## src/rtl/system_controller_pkg.sv

```systemverilog
// Shared system-controller definitions: TX FSM state encoding, default byte
// width and per-message byte counts. Optional feature macro:
// UART_TX_CTRL_CHECKSUM_EN (appends one XOR checksum byte to every message).
package system_controller_pkg;

   localparam int unsigned DEFAULT_DATA_WIDTH = 8;

`ifdef UART_TX_CTRL_CHECKSUM_EN
   localparam int unsigned RD_MSG_BYTES  = 2;
   localparam int unsigned ALU_MSG_BYTES = 3;
`else
   localparam int unsigned RD_MSG_BYTES  = 1;
   localparam int unsigned ALU_MSG_BYTES = 2;
`endif

   typedef enum logic [2:0] {
      ST_IDLE        = 3'd0,
      ST_SEND_RD     = 3'd1,
      ST_SEND_ALU_LO = 3'd2,
      ST_SEND_ALU_HI = 3'd3,
      ST_SEND_CSUM   = 3'd4
   } tx_state_e;

endpackage

```

## src/rtl/uart_transmitter_controller_if.sv

```systemverilog
// Capture-side and TX-FIFO-side signals of the UART transmitter controller.
interface uart_transmitter_controller_if #(
   parameter int unsigned DATA_WIDTH = system_controller_pkg::DEFAULT_DATA_WIDTH
);
   logic                    enable;
   logic [DATA_WIDTH-1:0]   read_data;
   logic                    read_data_valid;
   logic [2*DATA_WIDTH-1:0] alu_result;
   logic                    alu_result_valid;
   logic                    fifo_full;
   logic [DATA_WIDTH-1:0]   fifo_write_data;
   logic                    fifo_write_en;
   logic                    busy;
   logic                    overflow;

   modport master (
      output enable, read_data, read_data_valid, alu_result, alu_result_valid, fifo_full,
      input  fifo_write_data, fifo_write_en, busy, overflow
   );

   modport slave (
      input  enable, read_data, read_data_valid, alu_result, alu_result_valid, fifo_full,
      output fifo_write_data, fifo_write_en, busy, overflow
   );
endinterface

```

## src/rtl/tx_holding_slot.sv

```systemverilog
// One holding slot: data register, pending flag and sticky overflow flag.
module tx_holding_slot #(
   parameter int unsigned WIDTH = 8
) (
   input  logic             clk,
   input  logic             reset_n,
   input  logic             capture,
   input  logic             clear_pending,
   input  logic [WIDTH-1:0] din,
   output logic [WIDTH-1:0] dout,
   output logic             pending,
   output logic             overflow
);

   // A slot freed on this edge may be refilled on the same edge without overflow.
   always_ff @(posedge clk or negedge reset_n) begin
      if (!reset_n) begin
         dout     <= '0;
         pending  <= 1'b0;
         overflow <= 1'b0;
      end else begin
         if (capture && (!pending || clear_pending)) begin
            dout    <= din;
            pending <= 1'b1;
         end else if (clear_pending) begin
            pending <= 1'b0;
         end
         if (capture && pending && !clear_pending) begin
            overflow <= 1'b1;
         end
      end
   end

endmodule

```

## src/rtl/uart_transmitter_controller.sv

```systemverilog
// Return-path sequencer: captures read data / ALU results and serializes them
// byte-wise into the TX FIFO. Optional macro UART_TX_CTRL_CHECKSUM_EN adds an
// XOR checksum byte after every message.
module uart_transmitter_controller
   import system_controller_pkg::*;
#(
   parameter int unsigned DATA_WIDTH       = DEFAULT_DATA_WIDTH,
   parameter int unsigned ALU_RESULT_WIDTH = 2*DATA_WIDTH
) (
   input logic                          clk,
   input logic                          reset_n,
   uart_transmitter_controller_if.slave bus
);

   tx_state_e                   state_q, state_d;
   logic                        alu_msg_q, alu_msg_d;
   logic [DATA_WIDTH-1:0]       rd_data;
   logic [ALU_RESULT_WIDTH-1:0] alu_data;
   logic                        rd_pending, alu_pending;
   logic                        rd_ovf, alu_ovf;
   logic                        rd_clear, alu_clear;
   logic                        wr_en;
   logic [DATA_WIDTH-1:0]       wr_data;
   logic [DATA_WIDTH-1:0]       alu_lo, alu_hi;

   assign alu_lo = alu_data[DATA_WIDTH-1:0];
   assign alu_hi = alu_data[ALU_RESULT_WIDTH-1:DATA_WIDTH];

   tx_holding_slot #(.WIDTH(DATA_WIDTH)) u_rd_slot (
      .clk           (clk),
      .reset_n       (reset_n),
      .capture       (bus.enable && bus.read_data_valid),
      .clear_pending (rd_clear),
      .din           (bus.read_data),
      .dout          (rd_data),
      .pending       (rd_pending),
      .overflow      (rd_ovf)
   );

   tx_holding_slot #(.WIDTH(ALU_RESULT_WIDTH)) u_alu_slot (
      .clk           (clk),
      .reset_n       (reset_n),
      .capture       (bus.enable && bus.alu_result_valid),
      .clear_pending (alu_clear),
      .din           (bus.alu_result),
      .dout          (alu_data),
      .pending       (alu_pending),
      .overflow      (alu_ovf)
   );

   // State register plus which source the current message belongs to.
   always_ff @(posedge clk or negedge reset_n) begin
      if (!reset_n) begin
         state_q   <= ST_IDLE;
         alu_msg_q <= 1'b0;
      end else begin
         state_q   <= state_d;
         alu_msg_q <= alu_msg_d;
      end
   end

   // Next state, FIFO write strobe/data mux and slot release on last byte.
   always_comb begin
      state_d   = state_q;
      alu_msg_d = alu_msg_q;
      wr_en     = 1'b0;
      wr_data   = '0;
      rd_clear  = 1'b0;
      alu_clear = 1'b0;
      case (state_q)
         ST_IDLE: begin
            if (rd_pending) begin
               state_d   = ST_SEND_RD;
               alu_msg_d = 1'b0;
            end else if (alu_pending) begin
               state_d   = ST_SEND_ALU_LO;
               alu_msg_d = 1'b1;
            end
         end
         ST_SEND_RD: begin
            wr_data = rd_data;
            wr_en   = !bus.fifo_full;
            if (wr_en) begin
`ifdef UART_TX_CTRL_CHECKSUM_EN
               state_d = ST_SEND_CSUM;
`else
               state_d  = ST_IDLE;
               rd_clear = 1'b1;
`endif
            end
         end
         ST_SEND_ALU_LO: begin
            wr_data = alu_lo;
            wr_en   = !bus.fifo_full;
            if (wr_en) begin
               state_d = ST_SEND_ALU_HI;
            end
         end
         ST_SEND_ALU_HI: begin
            wr_data = alu_hi;
            wr_en   = !bus.fifo_full;
            if (wr_en) begin
`ifdef UART_TX_CTRL_CHECKSUM_EN
               state_d = ST_SEND_CSUM;
`else
               state_d   = ST_IDLE;
               alu_clear = 1'b1;
`endif
            end
         end
         ST_SEND_CSUM: begin
            wr_data = alu_msg_q ? (alu_lo ^ alu_hi) : rd_data;
            wr_en   = !bus.fifo_full;
            if (wr_en) begin
               state_d   = ST_IDLE;
               rd_clear  = !alu_msg_q;
               alu_clear = alu_msg_q;
            end
         end
         default: state_d = ST_IDLE;
      endcase
   end

   assign bus.fifo_write_en   = wr_en;
   assign bus.fifo_write_data = wr_data;
   assign bus.busy            = rd_pending || alu_pending || (state_q != ST_IDLE);
   assign bus.overflow        = rd_ovf || alu_ovf;

endmodule

```

## src/flat_wrapper.sv

```systemverilog
// flat-port wrapper written by rule: the top's interface ports become plain ports
module uart_transmitter_controller_flat import system_controller_pkg::*;
#(
   parameter int unsigned DATA_WIDTH       = DEFAULT_DATA_WIDTH,
   parameter int unsigned ALU_RESULT_WIDTH = 2*DATA_WIDTH
)
  (clk, reset_n, bus_enable, bus_read_data, bus_read_data_valid, bus_alu_result, bus_alu_result_valid, bus_fifo_full, bus_fifo_write_data, bus_fifo_write_en, bus_busy, bus_overflow);
  uart_transmitter_controller_if #(.DATA_WIDTH(DATA_WIDTH)) bus_i ();
  input logic clk;
  input logic reset_n;
  input wire logic [$bits(bus_i.enable)-1:0] bus_enable;
  input wire logic [$bits(bus_i.read_data)-1:0] bus_read_data;
  input wire logic [$bits(bus_i.read_data_valid)-1:0] bus_read_data_valid;
  input wire logic [$bits(bus_i.alu_result)-1:0] bus_alu_result;
  input wire logic [$bits(bus_i.alu_result_valid)-1:0] bus_alu_result_valid;
  input wire logic [$bits(bus_i.fifo_full)-1:0] bus_fifo_full;
  output wire logic [$bits(bus_i.fifo_write_data)-1:0] bus_fifo_write_data;
  output wire logic [$bits(bus_i.fifo_write_en)-1:0] bus_fifo_write_en;
  output wire logic [$bits(bus_i.busy)-1:0] bus_busy;
  output wire logic [$bits(bus_i.overflow)-1:0] bus_overflow;
  assign bus_i.enable = bus_enable;
  assign bus_i.read_data = bus_read_data;
  assign bus_i.read_data_valid = bus_read_data_valid;
  assign bus_i.alu_result = bus_alu_result;
  assign bus_i.alu_result_valid = bus_alu_result_valid;
  assign bus_i.fifo_full = bus_fifo_full;
  assign bus_fifo_write_data = bus_i.fifo_write_data;
  assign bus_fifo_write_en = bus_i.fifo_write_en;
  assign bus_busy = bus_i.busy;
  assign bus_overflow = bus_i.overflow;
  uart_transmitter_controller #(.DATA_WIDTH(DATA_WIDTH), .ALU_RESULT_WIDTH(ALU_RESULT_WIDTH)) u_core (.clk(clk), .reset_n(reset_n), .bus(bus_i));
endmodule
```

## config.mk

```make
export PLATFORM = sky130hd
export DESIGN_NAME = uart_transmitter_controller_flat
export DESIGN_NICKNAME = d
export VERILOG_FILES = /design/src/rtl/system_controller_pkg.sv /design/src/rtl/uart_transmitter_controller_if.sv /design/src/rtl/tx_holding_slot.sv /design/src/rtl/uart_transmitter_controller.sv /design/src/flat_wrapper.sv
export SDC_FILE = /design/constraint.sdc
export NUM_CORES = 1
export LEC_CHECK = 0
export CORE_MARGIN = 5
export CORE_UTILIZATION = 51
export DETAILED_ROUTE_END_ITERATION = 10
export PLACE_DENSITY = 0.84
export SETUP_SLACK_MARGIN = 0.3
export SLEW_MARGIN = 20
export SYNTH_ARGS = -nofsm -noshare
export SYNTH_HDL_FRONTEND = slang
export SYNTH_HIERARCHICAL = 1
export SYNTH_SLANG_ARGS = --single-unit
```

## constraint.sdc

```tcl
create_clock -name clk -period 3.2 [get_ports clk]
set_clock_uncertainty 0.05 [all_clocks]
set_input_delay 0.48 -clock clk [delete_from_list [all_inputs] [get_ports clk]]
set_output_delay 0.48 -clock clk [all_outputs]
set_load 0.02 [all_outputs]
```

==> results by stage <==
Min path:
- The tightest min-delay check is of the reg2reg type.
- The number of cells traversed by the worst hold path is 1.
- The startpoint of the lowest-slack hold path is u_core/u_rd_slot/overflow.
- The endpoint of the worst hold path is u_core/u_rd_slot/overflow.

Route:
- The detail-routed net length per standard cell is 17.2 um.
- The number of optimization iterations in the first detailed-route pass is 4.
- The detailed router placed 974 vias in this run.
- For this run, design rule violations remaining after detail routing come to 0.
- In this run, the number of DRC markers left after iteration 0 of detailed routing was 19.
- The final wirelength is 3.08 mm.
- Dividing the detail-routed via count by the number of cells gives 5.44.
- The count of nets left with antenna violations once routing finished came out at 0.

Placed design:
- The count of buffers inserted at the top-level ports is 40.
- The wire-length estimate of the detail-placed layout is 2.22 mm.
- The routability-driven placement congestion ratio is 0.730.

Cells and area:
- Fill cells in the final layout number 198.
- The number of antenna diodes in the final layout is 0.
- The area growth from synthesis to layout is 30.3%.
- Of the cells placed in the final design, the portion with a size suffix greater than 1 is 0.318.
- The library cells used most frequently in the layout, excluding fill and tap cells, are clkdlybuf4s50_1, dfrtp_1, mux2_4.
- The final net count is 177.
- The final cell utilization of the core is 0.704.
- The commonest non-fill, non-tap cell in the layout is clkdlybuf4s50_1.
- In the final layout, the multi-input gates occupy 683 um2.
- The register area is 751 um2.

STA:
- Setup violations remaining at the end of the flow were counted as 0.
- The maximum clock frequency is 377 MHz.
- In the final timing run, aggregate negative setup slack is 0 ns.
- For the pin with the worst max-slew slack, the measured transition is 0.471 ns.
- Setup repair after global routing left no endpoint under its margin.
- The shortest clock period the worst path allows after layout is 2.65 ns.
- The final count of pins violating max slew came to 0.
- The share of the clock period used by the worst path is 0.829.
- The final count of hold timing violations is 0.
- In this run the tightest slew margin relative to its limit is 0.686.

Synth:
- In the synthesized netlist, the number of instances is 103.
- The compound-gate portion of the synthesized area is 0.0699.
- The cell type contributing the most total cell area after synthesis is dfrtp_1.
- Of the total synthesized cell area, the portion taken by full adders, half adders and majority gates is 0.
- The number of nets in the synthesized netlist is 133.
- Counting flops and latches in the post-synthesis netlist gives 30.
- Of the total synthesized cell area, the portion taken by XOR and XNOR cells is 0.
- During synthesis, Yosys emitted a total of 6 warnings.
- The mean cell area of the mapped netlist is 14.6 um2.
- Sorting the synthesized cells by area gives the leading types as dfrtp_1, mux2_4, mux2_2.
- The synthesized netlist occupies a cell area of 1500 um2.
- The share of the synthesized area in the top cell type is 0.499.
- The count of distinct cell types in the synthesized netlist is 21.
- After synthesis, the largest family of logic cells by area is multiplexers.
- Of the post-synthesis cell area, the part taken by muxes is 0.295.
- The post-synthesis simple-gate area fraction is 0.0882.
- The portion of the post-synthesis area used by sequential elements is 0.499.

Global route:
- The first global-routing pass estimated 4.96 mm of wire.
- The total track usage is 0.159.
- In the global route stage, met2 resource usage came out at 0.245.
- The met3 layer usage reported by global route is 0.0788.
- The sum of overflow across all layers after global routing is 0.
- The global-route layer with the greatest usage is met2.
- Entering global routing, the biggest net connects 31 pins.
- The initial antenna violation count is 0.
- The number of global-route vias before repair is 1,047.
- The global routing usage on met1 is 0.192.

Setup path:
- The delay of the slowest cell on the worst path is 0.61 ns.
- The category of the worst setup path launch point is a flip-flop.
- The critical path required time is 2.67 ns.
- The arrival time of data at the critical path endpoint is 2.12 ns.
- Walking the worst path, the cells encountered are nor2b_2 > a22o_1 > clkdlybuf4s50_1.
- In this run the worst path has a maximum fanout of 15.
- The endpoint type of the worst setup path is an output pin.
- For flop-to-flop paths, the worst setup slack is 1.29 ns.
- The type of the setup path with the least slack is reg2out.
- The worst register-to-register path ends at u_core/u_alu_slot/dout[4].
- For the worst flop-to-flop path, the logic depth is 6.
- The worst-path cell with the longest stage delay is clkdlybuf4s50_1.
- The worst flop-to-flop path startpoint is u_core/state_q[1].

Pwr:
- The largest vdd supply drop is 0.000734 V.
- The cell leakage power is 0.000911 uW.
- Power comes to 1810 uW.
- The cell area power density is 924 nW/um2.

Floorplanning:
- The floorplan step set the die width to 64.3 um.
- The die area is 4140 um2.
- From bottom edge to top edge, the die measures 64.3 um.
- Pin placement for this block handled 41 I/O pins.
- The site row count is 19.
- The initial utilization of the core area, before any placement, comes to 0.541.
- The area inside the core boundary is 2780 um2.

CTS:
- The TritonCTS clock tree is done.
- The maximum level of the CTS H-tree is 2.
- The post-cts hold buffer count is 0.
- The clock buffer count from CTS is 5.
- The insertion delay of the later-clocked pin in the worst-skew pair is 0.33 ns.
- The number of setup buffers added after CTS is 0.
- The total number of clock tree sinks is 30.
- The clock slew at the register clock pins of the worst setup and hold paths is 0.10 ns.
- The clock tree buffer depth is 2.
- The cell sitting at the root of the clock tree is a clkbuf_4.

Run status:
- The flow ran to the end, and the final reports show no timing, DRC or antenna violations.

Run:
- The max-capacitance violation count is 0.
==> stage by stage <==
| stage | std cells | hold slack [ns] | worst slack (ns) | cell area [um2] |
|---|---|---|---|---|
| global route | 179 | 0.476 | 0.454 | 1960 |
| global placement | 171 | 0.400 | 0.833 | 1900 |
| CTS | 179 | 0.438 | 0.345 | 1960 |
| floorplan | 103 | 0.134 | 1.53 | 1500 |
| detailed placement | 171 | 0.412 | 0.736 | 1900 |
| finish | 179 | 0.432 | 0.547 | 1960 |
==> cell type report <==
cell class	instances	area share
multi-input cells	65	0.349
clock inverters	1	0.00255
well taps	31	0.0198
clock buffers	7	0.0281
inverters	3	0.00575
flip-flops and latches	30	0.383
repair buffers	42	0.212
==> how the worst max path moves through the flow <==
stage,startpoint,to,slack [ns],cells after the start
floorplan,u_core/state_q[1],bus_fifo_write_data[3],1.53,4
global placement,u_core/state_q[0],bus_fifo_write_data[3],0.83,3
detailed placement,u_core/state_q[0],bus_fifo_write_data[7],0.74,3
CTS,u_core/state_q[0],bus_fifo_write_data[7],0.35,3
global route,u_core/state_q[0],bus_fifo_write_data[3],0.45,3
finish,u_core/state_q[0],bus_fifo_write_data[7],0.55,3
==> routing by layer <==
metal | vias to the layer above | wire length (um)
met5 | - | 0
met4 | 0 | 46
met3 | 6 | 253
met2 | 37 | 1450
met1 | 482 | 1320
li1 | 449 | -
==> cells in the mapped netlist, drive strengths merged <==
cell     n
inv      3
nor3b    2
a21oi    1
o31ai    1
a22o     8
buf      5
nor2     4
nand2b   3
and2     3
nand2    6
or2      1
dfrtp   30
o21bai   2
mux2    32
nor2b    1
a21boi   1
==> kinds of logic after synthesis <==
group,count (synthesis)
muxes,32
DFF,30
and+or+nand+nor,20
AOI/OAI and AO/OA,13
buffers and inverters,8
==> where the power goes <==
| part | internal (uW) | switching [uW] |
|---|---|---|
| sequential | 554 | 139 |
| clock | 106 | 132 |
| combinational | 549 | 331 |
==> state kept, by name, indices dropped and copies added (netlist names) <==
register	count
u_core/u_alu_slot/pending	1
u_core/u_alu_slot/dout	16
u_core/u_rd_slot/dout	8
u_core/state_q	2
u_core/u_rd_slot/pending	1
u_core/u_alu_slot/overflow	1
u_core/u_rd_slot/overflow	1
==> critical path, delay by kind of cell, from the launching register on <==
kind	cells	cell delay (ns)
flops	1	0.56
compound gates	1	0.23
buf+inv	1	0.61
simple gates	1	0.40
==> what timing repair did <==
action                                  CTS  global route
endpoints found under the hold margin     0             0
endpoints found under the setup margin    0             8
gates resized for setup                   0             1
(Power assumes the default switching activity.)
